### config.mk
export PLATFORM = sky130hd
export DESIGN_NAME = grid_loader
export DESIGN_NICKNAME = d
export VERILOG_FILES = /design/src/rtl/grid_loader.sv
export SDC_FILE = /design/constraint.sdc
export NUM_CORES = 1
export LEC_CHECK = 0
export CAP_MARGIN = 20
export CORE_MARGIN = 4
export CORE_UTILIZATION = 55
export CTS_CLUSTER_DIAMETER = 60
export DETAILED_ROUTE_END_ITERATION = 10
export PLACE_DENSITY_LB_ADDON = 0.1
export SKIP_LAST_GASP = 1
export SYNTH_ARGS = -nofsm -noshare
export SYNTH_HDL_FRONTEND = slang
export SYNTH_SLANG_ARGS = --single-unit
### constraint.sdc
create_clock -name clk -period 4.9 [get_ports clk]
set_input_delay 0.98 -clock clk [delete_from_list [all_inputs] [get_ports clk]]
set_output_delay 0.98 -clock clk [all_outputs]
set_load 0.005 [all_outputs]
### src/rtl/grid_loader.sv
// Parses an ASCII grid byte stream into one 1-bit BRAM write per cell, measuring width/height.
// Write latency 1 cycle after byte acceptance; in_ready is high only while loading.
module grid_loader #(
  parameter int ADDR_W = 17,
  parameter int DIM_W  = 9
) (
  input  logic              clk,
  input  logic              rst_n,
  input  logic              start,
  input  logic              in_valid,
  input  logic [7:0]        in_data,
  input  logic              in_last,
  output logic              in_ready,
  output logic [ADDR_W-1:0] write_addr,
  output logic              write_val,
  output logic              write_en,
  output logic [DIM_W-1:0]  grid_width,
  output logic [DIM_W-1:0]  grid_height,
  output logic              done,
  output logic              error
);

  typedef enum logic [1:0] {S_IDLE, S_LOAD, S_DONE, S_ERROR} state_t;

  localparam logic [DIM_W-1:0]  DIM_MAX  = '1;
  localparam logic [ADDR_W-1:0] ADDR_MAX = '1;

  state_t              r_state, w_state_nxt;
  logic [DIM_W-1:0]    r_col, r_row, r_width, r_height;
  logic [ADDR_W-1:0]   r_addr, r_wr_addr;
  logic                r_addr_full, r_wr_en, r_wr_val;

  logic                w_acc, w_is_cell, w_is_nl, w_is_cr, w_cell_val, w_col_nz;
  logic                w_close, w_fault, w_wr, w_finish, w_restart;
  logic [DIM_W-1:0]    w_cnt;

  always_comb begin
    w_acc      = in_valid && (r_state == S_LOAD);
    w_is_cell  = (in_data == 8'h23) || (in_data == 8'h40) || (in_data == 8'h2E);
    w_cell_val = (in_data != 8'h2E);
    w_is_nl    = (in_data == 8'h0A);
    w_is_cr    = (in_data == 8'h0D);
    w_col_nz   = (r_col != '0);
    // Cell count of the row being closed, including a cell that carries in_last.
    w_cnt      = w_is_cell ? r_col + DIM_W'(1) : r_col;
    w_close    = w_acc && ((w_is_nl && w_col_nz) ||
                           (in_last && (w_is_cell || (w_is_cr && w_col_nz))));
    w_fault    = w_acc && (!(w_is_cell || w_is_nl || w_is_cr) ||
                           (w_is_cell && ((r_col == DIM_MAX) || r_addr_full)) ||
                           (w_close && ((r_row == DIM_MAX) ||
                                        ((r_row != '0) && (w_cnt != r_width)))));
    w_wr       = w_acc && w_is_cell && !w_fault;
    w_finish   = w_acc && in_last && !w_fault;
    w_restart  = start && (r_state != S_LOAD);
  end

  always_ff @(posedge clk or negedge rst_n) begin
    if (!rst_n) r_state <= S_IDLE;
    else        r_state <= w_state_nxt;
  end

  always_comb begin
    w_state_nxt = r_state;
    case (r_state)
      S_LOAD: begin
        if (w_fault)       w_state_nxt = S_ERROR;
        else if (w_finish) w_state_nxt = S_DONE;
      end
      default: begin
        if (start) w_state_nxt = S_LOAD;
      end
    endcase
  end

  always_ff @(posedge clk or negedge rst_n) begin
    if (!rst_n) begin
      r_col       <= '0;
      r_row       <= '0;
      r_width     <= '0;
      r_height    <= '0;
      r_addr      <= '0;
      r_addr_full <= 1'b0;
      r_wr_addr   <= '0;
      r_wr_val    <= 1'b0;
      r_wr_en     <= 1'b0;
    end else if (w_restart) begin
      r_col       <= '0;
      r_row       <= '0;
      r_width     <= '0;
      r_height    <= '0;
      r_addr      <= '0;
      r_addr_full <= 1'b0;
      r_wr_en     <= 1'b0;
    end else begin
      r_wr_en <= w_wr;
      if (w_wr) begin
        r_wr_addr <= r_addr;
        r_wr_val  <= w_cell_val;
        r_addr    <= r_addr + ADDR_W'(1);
        r_col     <= r_col + DIM_W'(1);
        if (r_addr == ADDR_MAX) r_addr_full <= 1'b1;
      end
      // Closing a row overrides the column increment above.
      if (w_close && !w_fault) begin
        r_col    <= '0;
        r_row    <= r_row + DIM_W'(1);
        r_height <= r_row + DIM_W'(1);
        if (r_row == '0) r_width <= w_cnt;
      end
    end
  end

  assign in_ready    = (r_state == S_LOAD);
  assign done        = (r_state == S_DONE);
  assign error       = (r_state == S_ERROR);
  assign write_en    = r_wr_en;
  assign write_val   = r_wr_val;
  assign write_addr  = r_wr_addr;
  assign grid_width  = r_width;
  assign grid_height = r_height;

endmodule

==> results.tsv, run 1 <==
stage	metric	value	unit
cells_and_area	Net count, final	491	
drt	Avg WL per Cell	15.8	um
cells_and_area	Fillers	555	
logic_synthesis	Post-synth EDFFs	0	
clock_network	hold_buf cts	0	
placement	Port Buffers	52	
logic_synthesis	top-count cell post-synth	nand2_1	
setup_path	cell with the most instances on the worst path	ha_1	
setup_path	WP data arrival	4.53	ns
worst_hold_path	HP Class	reg2reg	
drt	DRC	0	
setup_path	R2R Setup Slk	0.64	ns
logic_synthesis	post-synthesis register bit count	66	
setup_path	worst-path cell with the longest stage delay	or4_1	
timing	Setup WS post-layout	0.635	ns
timing	Max Freq	234	MHz
power	Final Total Pwr	0.00110	W
drt	ANT nets after route	0	
run	# Max-Cap Violations	0	
drt	drt pass-1 iters	5	
setup_path	worst reg2reg path depth	14	
power	maximum VDD drop	0.136	mV
logic_synthesis	Synth Area per Inst	8.99	um2
timing	Slew Limit Fails	0	
floorplan	Chip Width	91.4	um
logic_synthesis	Synth top cells by count	nand2_1, dfrtp_1, nor2_1, a21oi_1, nand3_1	
clock_network	Clk pin slew, worst setup/hold paths	0.08	ns
grt	GRT overflow	0	
drt	DRT iter0 DRCs	178	
grt	vias in the first global route	3176	
cells_and_area	ANT cells	0	
timing	setup TNS	0	ns
placement	placed insts	555	
setup_path	Max FO, Critical Path	62	
drt	Vias/cell	5.85	
logic_synthesis	Main synth FF type	dfrtp_1	
status	status	finished clean	
timing	Final Hold Violating Endpoints	0	
cells_and_area	register area	0.00165	mm2
setup_path	crit path launch type	flip-flop	
logic_synthesis	synthesized instance count	426	
logic_synthesis	area share of the largest cell type after synthesis	0.431	
logic_synthesis	top cells by area, synth	dfrtp_1, nand2_1, a21oi_1	
grt	largest net degree at the start of global routing	63	
setup_path	Crit Path Category	reg2reg	
grt	first-pass GRT wire length	15300	um
logic_synthesis	unique cell type count in the Yosys netlist	58	
setup_path	worst stage delay on the critical path	0.53	ns
logic_synthesis	Syn. warnings	0	
placement	GP Congestion	0.985	
setup_path	reg-to-reg endpoint	r_addr[7]	
power	P_int	0.000847	W
setup_path	worst path cell trace	ha_1 > nand3_1 > or2_2 > nor2_1 > ha_1 > xnor2_1 > nand4_1 > a211o_1 > o41ai_4 > and3_4 > a41oi_4 > buf_12 > or4_1 > a21oi_1	
timing	Worst Max-Slew Pin Slew	1.02	ns
cells_and_area	fin cells	571	
setup_path	startpoint of the worst register-to-register path	r_col[0]	
clock_network	Clock Path Buffers	2	
clock_network	clock tree root driver cell	clkbuf_8	
clock_network	CTS tree	built	
timing	Worst slew margin	0.319	
power	LEAKAGE	2.02	nW
cells_and_area	layout cells sized above 1	0.0842	
logic_synthesis	sequential fraction of the synthesis area	0.431	
placement	post-DP HPWL	6250	um
power	Net Switching	0.000255	W
floorplan	Die Ht	91.4	um
clock_network	insertion delay to the later sink of the worst-skew pair	0.34	ns
power	Reg power frac	0.496	
timing	final cycle utilization of the critical path	0.870	
floorplan	I/O pin total	53	
worst_hold_path	hold path start	write_addr[11]	
setup_path	crit end category	flip-flop	
clock_network	CTS Sinks	66	
cells_and_area	post-layout util	0.679	
clock_network	Resized Gates After CTS	0	
setup_path	Worst EP required	5.17	ns
placement	pre-CTS setup slack	0.383	ns
grt	gr usage total	0.223	
floorplan	Die Area	0.00836	mm2
timing	worst-case clock skew	0.00742	ns
logic_synthesis	post-synth net total	447	
floorplan	core area	0.00679	mm2
clock_network	post-CTS setup buffers	0	
cells_and_area	Layout area overhead	20.5	%
clock_network	cts bufs inserted	9	
timing	final setup violation count	0	
logic_synthesis	cell taking the most area after synthesis	dfrtp_1	
floorplan	row cnt	30	
drt	final wirelength	9020	um
worst_hold_path	WHS Path Cells	2	
worst_hold_path	hold endpoint	write_addr[11]	
power	sw frac	0.232	
clock_network	H-tree lvl count	3	
logic_synthesis	Post-Syn Area	0.00383	mm2
floorplan	Starting Density	0.564	
power	clock power share	0.446	
cells_and_area	multi-input logic area	0.00202	mm2
power	Gate power share	0.057	
timing	RSZ-0062 raised after global routing	false	
power	total power per unit cell area	239	mW/mm2
timing	minimum clock period	4.26	ns
drt	Vias	3338	
logic_synthesis	Post-synth ARST share	1.00	
grt	initial antenna violation count	0	
[critical path: cells and delay by family (launching register included)]
family                   cells  cell delay, ns
XOR/XNOR                     1            0.17
buffers and inverters        1            0.21
adder cells (fa/ha/maj)      2            0.51
AND/OR/NAND/NOR              6            1.70
AO/OA/AOI/OAI                4            1.04
flip-flops                   1            0.52
[cells by family after synthesis]
kind of cell,share of synthesized area
AOI/OAI and AO/OA,0.152
muxes,0.0425
adders and majority gates,0.0261
buffers and inverters,0.0428
xor gates and xnor gates,0.0516
DFF,0.431
and+or+nand+nor,0.254
[per-stage QoR]
stage          cell area [um2]  hold slack [ns]
2_1_floorplan             3830            0.463
3_3_place_gp              4400            0.450
3_5_place_dp              4400            0.456
4_1_cts                   4610            0.472
5_1_grt                   4610            0.504
6_report                  4610            0.465
[metal layers]
| layer | up-vias | part of all wire | track usage |
|---|---|---|---|
| li1 | 1603 | - | - |
| met1 | 1637 | 0.48 | 0.321 |
| met2 | 87 | 0.47 | 0.336 |
| met3 | 11 | 0.041 | 0.0389 |
| met4 | 0 | 0.011 | 0.0791 |
| met5 | - | 0 | 0 |
[worst max-delay path by stage]
stage,startpoint,end,slack [ns],depth (start not counted)
detailed placement,in_data[0],r_addr[7],0.38,10
floorplan,in_data[2],r_addr[10],1.23,9
finish,r_col[0],r_addr[7],0.64,14
global route,r_col[0],r_addr[7],0.37,14
CTS,r_col[0],r_addr[11],0.67,14
global placement,in_data[0],r_addr[12],0.56,10
[area by class of cell]
type,count,area share
timing repair buffer,57,0.123
clock inverter,3,0.0100
clock buffer,13,0.0366
inverter,12,0.00976
sequential,66,0.358
tap,96,0.0260
multi-input combinational,324,0.437
[power by group through the flow]
stage | Sequential (W) | Clock (W) | Combinational (W)
after floorplan | 0.000557 | 0 | 0.0000265
after global placement | 0.000557 | 0 | 0.0000631
after detailed placement | 0.000558 | 0 | 0.0000643
after CTS | 0.000547 | 0.000497 | 0.0000645
after global routing | 0.000547 | 0.000525 | 0.0000704
final | 0.000547 | 0.000492 | 0.0000633
[placed cells by master (no fill, tap or decap), types with 3 or more instances in the layout]
cell type         n
buf_4             4
nor2_1           33
or3_1            11
ha_1              8
o31ai_1          10
and3_1            5
nor3_1            6
inv_1            12
o21ai_0          14
or4_1            10
nand2b_1          4
nand2_1          78
dfrtp_1          66
xor2_1           11
clkdlybuf4s50_1  51
a31o_2            6
nand3_1          16
xnor2_1           9
a21oi_1          32
nand4_1           7
nor4_1            4
clkbuf_8         12
a31oi_1           3
mux2i_1          14
nand3b_1          4
[state kept, by name (all words and copies together), names as in the netlist]
register	count
write_val	1
write_addr	17
grid_height	9
r_addr_full	1
write_en	1
r_state	2
r_col	9
grid_width	9
r_addr	17
Note: power is estimated with default switching activity, not from simulation.
==> inputs of run 2 (changes only) <==
CORE_UTILIZATION = 45   (was 55)
SLEW_MARGIN = 0   (was default)
==> run 2 against run 1 <==
Net effect:
- worst setup slack improved by 0.054 ns
- register-to-register slack better by 0.05 ns
- flip-flop and latch count stayed put
- combinational power is essentially flat
- largest power group unchanged
==> results.tsv, run 2 (same netlist as run 1, synthesis figures left out) <==
stage	metric	value	unit
cells_and_area	most common cell after layout, fill and taps aside	nand2_1	
cells_and_area	Layout area overhead	20.5	%
cells_and_area	layout cells sized above 1	0.0842	
timing	final cycle utilization of the critical path	0.859	
status	status	finished clean	
drt	Vias/cell	5.62	
floorplan	Starting Density	0.464	
power	maximum VDD drop	0.114	mV
setup_path	Crit Path Category	reg2reg	
power	LEAKAGE	2.01	nW
timing	final setup violation count	0	
cells_and_area	Net count, final	491	
setup_path	WP data arrival	4.44	ns
grt	largest net degree at the start of global routing	63	
timing	Worst slew margin	0.355	
timing	RSZ-0062 raised after global routing	false	
floorplan	Die Area	0.0100	mm2
timing	Setup WS post-layout	0.689	ns
clock_network	Clk pin slew, worst setup/hold paths	0.07	ns
timing	minimum clock period	4.21	ns
timing	Worst Max-Slew Pin Slew	0.963	ns
setup_path	Max FO, Critical Path	19	
worst_hold_path	HP Class	reg2reg	
timing	worst-case clock skew	0.00911	ns
timing	Final Hold Violating Endpoints	0	
cells_and_area	Fillers	761	
timing	setup TNS	0	ns
setup_path	crit path launch type	flip-flop	
drt	DRT iter0 DRCs	141	
floorplan	Die Ht	100	um
setup_path	crit end category	flip-flop	
timing	Max Freq	237	MHz
placement	Port Buffers	52	
drt	final wirelength	9290	um
grt	vias in the first global route	3153	
drt	Vias	3262	
clock_network	CTS tree	built	
power	total power per unit cell area	235	mW/mm2
placement	GP Congestion	0.943	
clock_network	post-CTS setup buffers	0	
drt	ANT nets after route	0	
clock_network	insertion delay to the later sink of the worst-skew pair	0.34	ns
floorplan	core area	0.00826	mm2
run	# Max-Cap Violations	0	
drt	Avg WL per Cell	16.0	um
drt	drt pass-1 iters	5	
cells_and_area	most frequent cells in the layout	nand2_1, dfrtp_1, clkdlybuf4s50_1	
floorplan	I/O pin total	53	
clock_network	H-tree lvl count	3	
grt	GRT overflow	0	
floorplan	row cnt	33	
grt	gr usage total	0.191	
clock_network	Resized Gates After CTS	0	
timing	Slew Limit Fails	0	
placement	post-DP HPWL	6530	um
cells_and_area	ANT cells	0	
clock_network	hold_buf cts	0	
placement	pre-CTS setup slack	0.404	ns
clock_network	CTS Sinks	66	
grt	first-pass GRT wire length	15600	um
clock_network	Clock Path Buffers	2	
grt	initial antenna violation count	0	
clock_network	cts bufs inserted	9	
drt	DRC	0	
floorplan	Chip Width	100	um
cells_and_area	post-layout util	0.559	
setup_path	Worst EP required	5.13	ns
clock_network	clock tree root driver cell	clkbuf_8	
==> run 2: critical path, stage by stage, from the launching register on <==
cell,delay [ns]
dfrtp_1,0.51
ha_1,0.25
nand3_1,0.19
or2_2,0.41
nor2_1,0.15
ha_1,0.28
xnor2_1,0.19
nand4_1,0.12
a211o_1,0.32
o41ai_4,0.39
and4b_1,0.24
a32o_1,0.64
a21oi_1,0.15
a31o_2,0.24
==> run 2: worst paths after layout <==
| check | start | end | slack [ns] | cells past startpoint |
|---|---|---|---|---|
| worst min-delay path | write_addr[4] | write_addr[4] | 0.47 | 2 |
| worst max register to register | r_col[0] | r_addr[15] | 0.69 | 13 |
| max in group asynchronous | rst_n | r_addr[15] | 3.29 | 2 |
| worst max-delay path | r_col[0] | r_addr[15] | 0.69 | 13 |
| worst min register to register | write_addr[4] | write_addr[4] | 0.47 | 2 |
| min in group asynchronous | rst_n | write_addr[11] | 0.69 | 1 |
==> run 2: through the flow <==
| stage | area (um2) | std cells | power [W] | hold WS (ns) |
|---|---|---|---|---|
| 2_1_floorplan | 3830 | 426 | 0.000584 | 0.463 |
| 3_5_place_dp | 4410 | 564 | 0.000623 | 0.455 |
| 4_1_cts | 4610 | 580 | 0.00110 | 0.472 |
| 6_report | 4610 | 580 | 0.00108 | 0.467 |
| 5_1_grt | 4610 | 580 | 0.00113 | 0.490 |
| 3_3_place_gp | 4410 | 564 | 0.000622 | 0.450 |
==> run 2: metal layers <==
layer / GRT usage / part of all wire / wire, um / vias to the layer above
li1: - / - / - / 1603
met4: 0.0725 / 0.013 / 124 / 0
met5: 0 / 0 / 0 / -
met3: 0.0299 / 0.031 / 291 / 10
met1: 0.269 / 0.48 / 4500 / 1571
met2: 0.297 / 0.47 / 4370 / 78
==> run 2: report_power, final <==
group          switching (W)  leakage (nW)  internal, W
Clock               0.000210        0.0986     0.000262
Combinational      0.0000404         0.995    0.0000230
Sequential        0.00000102         0.915     0.000546
Total               0.000252          2.01     0.000831
==> run 2: area by class of cell <==
| cell class | instances | area, um2 | area share |
|---|---|---|---|
| repair buffers | 57 | 566 | 0.123 |
| clock buffers | 12 | 155 | 0.0336 |
| flip-flops and latches | 66 | 1650 | 0.358 |
| well taps | 105 | 131 | 0.0285 |
| multi-input cells | 324 | 2020 | 0.437 |
| clock inverters | 4 | 50.0 | 0.0108 |
| inverters | 12 | 45.0 | 0.00976 |
==> inputs of run 3 (changes only) <==
DONT_BUFFER_PORTS = 1   (was default)
==> run 3 against run 2 <==
Net effect:
- die area unchanged
- highest routed layer unchanged
- clock skew about the same
- utilization down 6.6 points
- fmax down 0.53%
- wire length down 2.9%
- design area down 12%
- cell count down 9.1%
- global-route usage down 0.58 points
- clock power down 4.9%
- via count down 5.6%
- critical endpoint is now r_addr[8]
- non-clock buffer count down 53
==> results.tsv, run 3 (same netlist as run 1, synthesis figures left out) <==
stage	metric	value	unit
floorplan	row cnt	33	
placement	placed insts	511	
clock_network	CTS tree	built	
placement	Port Buffers	0	
drt	DRT iter0 DRCs	136	
grt	GRT overflow	0	
placement	GP Congestion	0.879	
clock_network	insertion delay to the later sink of the worst-skew pair	0.34	ns
floorplan	Die Area	0.0100	mm2
cells_and_area	fin cells	527	
timing	Worst Max-Slew Pin Slew	0.721	ns
clock_network	post-CTS setup buffers	0	
timing	Slew Limit Fails	0	
placement	DP Area	0.00389	mm2
grt	initial antenna violation count	0	
cells_and_area	most frequent cells in the layout	nand2_1, dfrtp_1, nor2_1	
setup_path	Worst EP required	5.17	ns
timing	Final Hold Violating Endpoints	0	
setup_path	crit end category	flip-flop	
power	Final Total Pwr	0.00103	W
drt	Vias	3078	
cells_and_area	ANT cells	0	
cells_and_area	Final Cell Area	0.00407	mm2
floorplan	I/O pin total	53	
clock_network	hold_buf cts	0	
grt	first-pass GRT wire length	15000	um
clock_network	cts bufs inserted	9	
drt	drt pass-1 iters	4	
grt	largest net degree at the start of global routing	67	
status	status	finished clean	
timing	minimum clock period	4.23	ns
cells_and_area	multi-input logic area	0.00202	mm2
drt	Avg WL per Cell	17.1	um
timing	RSZ-0062 raised after global routing	false	
grt	vias in the first global route	3079	
clock_network	clock tree root driver cell	clkbuf_8	
timing	WHS	0.325	ns
cells_and_area	register area	0.00165	mm2
clock_network	CTS Sinks	66	
setup_path	WP data arrival	4.51	ns
clock_network	Clk pin slew, worst setup/hold paths	0.07	ns
run	# Max-Cap Violations	0	
floorplan	Starting Density	0.464	
placement	post-DP HPWL	6270	um
clock_network	Clock Path Buffers	2	
cells_and_area	Layout area overhead	6.37	%
worst_hold_path	HP Class	in2async	
timing	worst-case clock skew	0.00895	ns
cells_and_area	most common cell after layout, fill and taps aside	nand2_1	
timing	final setup violation count	0	
floorplan	core area	0.00826	mm2
floorplan	Die Ht	100	um
clock_network	Resized Gates After CTS	0	
cells_and_area	layout cells sized above 1	0.0877	
drt	DRC	0	
setup_path	Crit Path Category	reg2reg	
power	LEAKAGE	1.81	nW
cells_and_area	Net count, final	438	
cells_and_area	Fillers	844	
power	maximum VDD drop	0.115	mV
timing	final cycle utilization of the critical path	0.864	
drt	ANT nets after route	0	
floorplan	Chip Width	100	um
setup_path	Max FO, Critical Path	62	
drt	final wirelength	9020	um
drt	Vias/cell	5.84	
timing	Worst slew margin	0.517	
timing	setup TNS	0	ns
clock_network	H-tree lvl count	3	
setup_path	crit path launch type	flip-flop	
power	total power per unit cell area	254	mW/mm2
grt	gr usage total	0.185	
timing	Max Freq	236	MHz
## run 3: cell count changes in the layout (fill, tap and decap cells not counted)
| cell | delta |
|---|---|
| buf_4 | -1 |
| clkbuf_1 | +1 |
| clkbuf_8 | -2 |
| clkinv_2 | +1 |
| clkdlybuf4s50_1 | -51 |
| buf_2 | -1 |
## run 3: worst paths after layout
kind	startpoint	endpoint	slack [ns]	cells past startpoint
min	rst_n	write_addr[9]	0.32	0
min reg2reg	write_addr[10]	write_addr[10]	0.50	2
max reg2reg	r_col[0]	r_addr[8]	0.67	14
max	r_col[0]	r_addr[8]	0.67	14
max in group asynchronous	rst_n	grid_height[0]	4.47	0
min in group clk	write_addr[10]	write_addr[10]	0.50	2
## run 3: where the power goes
group          switching, W  internal (W)
Clock              0.000216      0.000234
Sequential      0.000000973      0.000546
Combinational     0.0000265    0.00000982
## run 3: per-stage QoR
stage          utilization  setup WS [ns]
2_1_floorplan            -           1.23
3_3_place_gp         0.471          0.738
3_5_place_dp         0.471          0.661
4_1_cts              0.493          0.653
5_1_grt              0.493          0.387
6_report             0.493          0.666
## run 3: worst max-delay path, stage by stage (launching register included)
cell and delay, ns:
dfrtp_1 0.52, ha_1 0.26, nand3_1 0.20, or2_2 0.42, nor2_1 0.14, ha_1 0.27, xnor2_1 0.19, nand4_1 0.12
a211o_1 0.31, o41ai_4 0.42, and3_4 0.29, a41oi_4 0.12, buf_12 0.22, or4_1 0.52, a21oi_1 0.15
## run 3: routing by layer
metal,routed length [um],global-route usage,share of wire
met1,4200,0.250,0.47
met3,425,0.0542,0.047
met4,132,0.0549,0.015
met5,0,0,0
met2,4260,0.290,0.47
## run 3: area by class of cell
cell class | instances | area share
tap | 105 | 0.0323
multi-input combinational | 324 | 0.495
inverter | 12 | 0.0111
timing repair buffer | 4 | 0.0104
clock buffer | 11 | 0.0323
clock inverter | 5 | 0.0135
sequential | 66 | 0.406
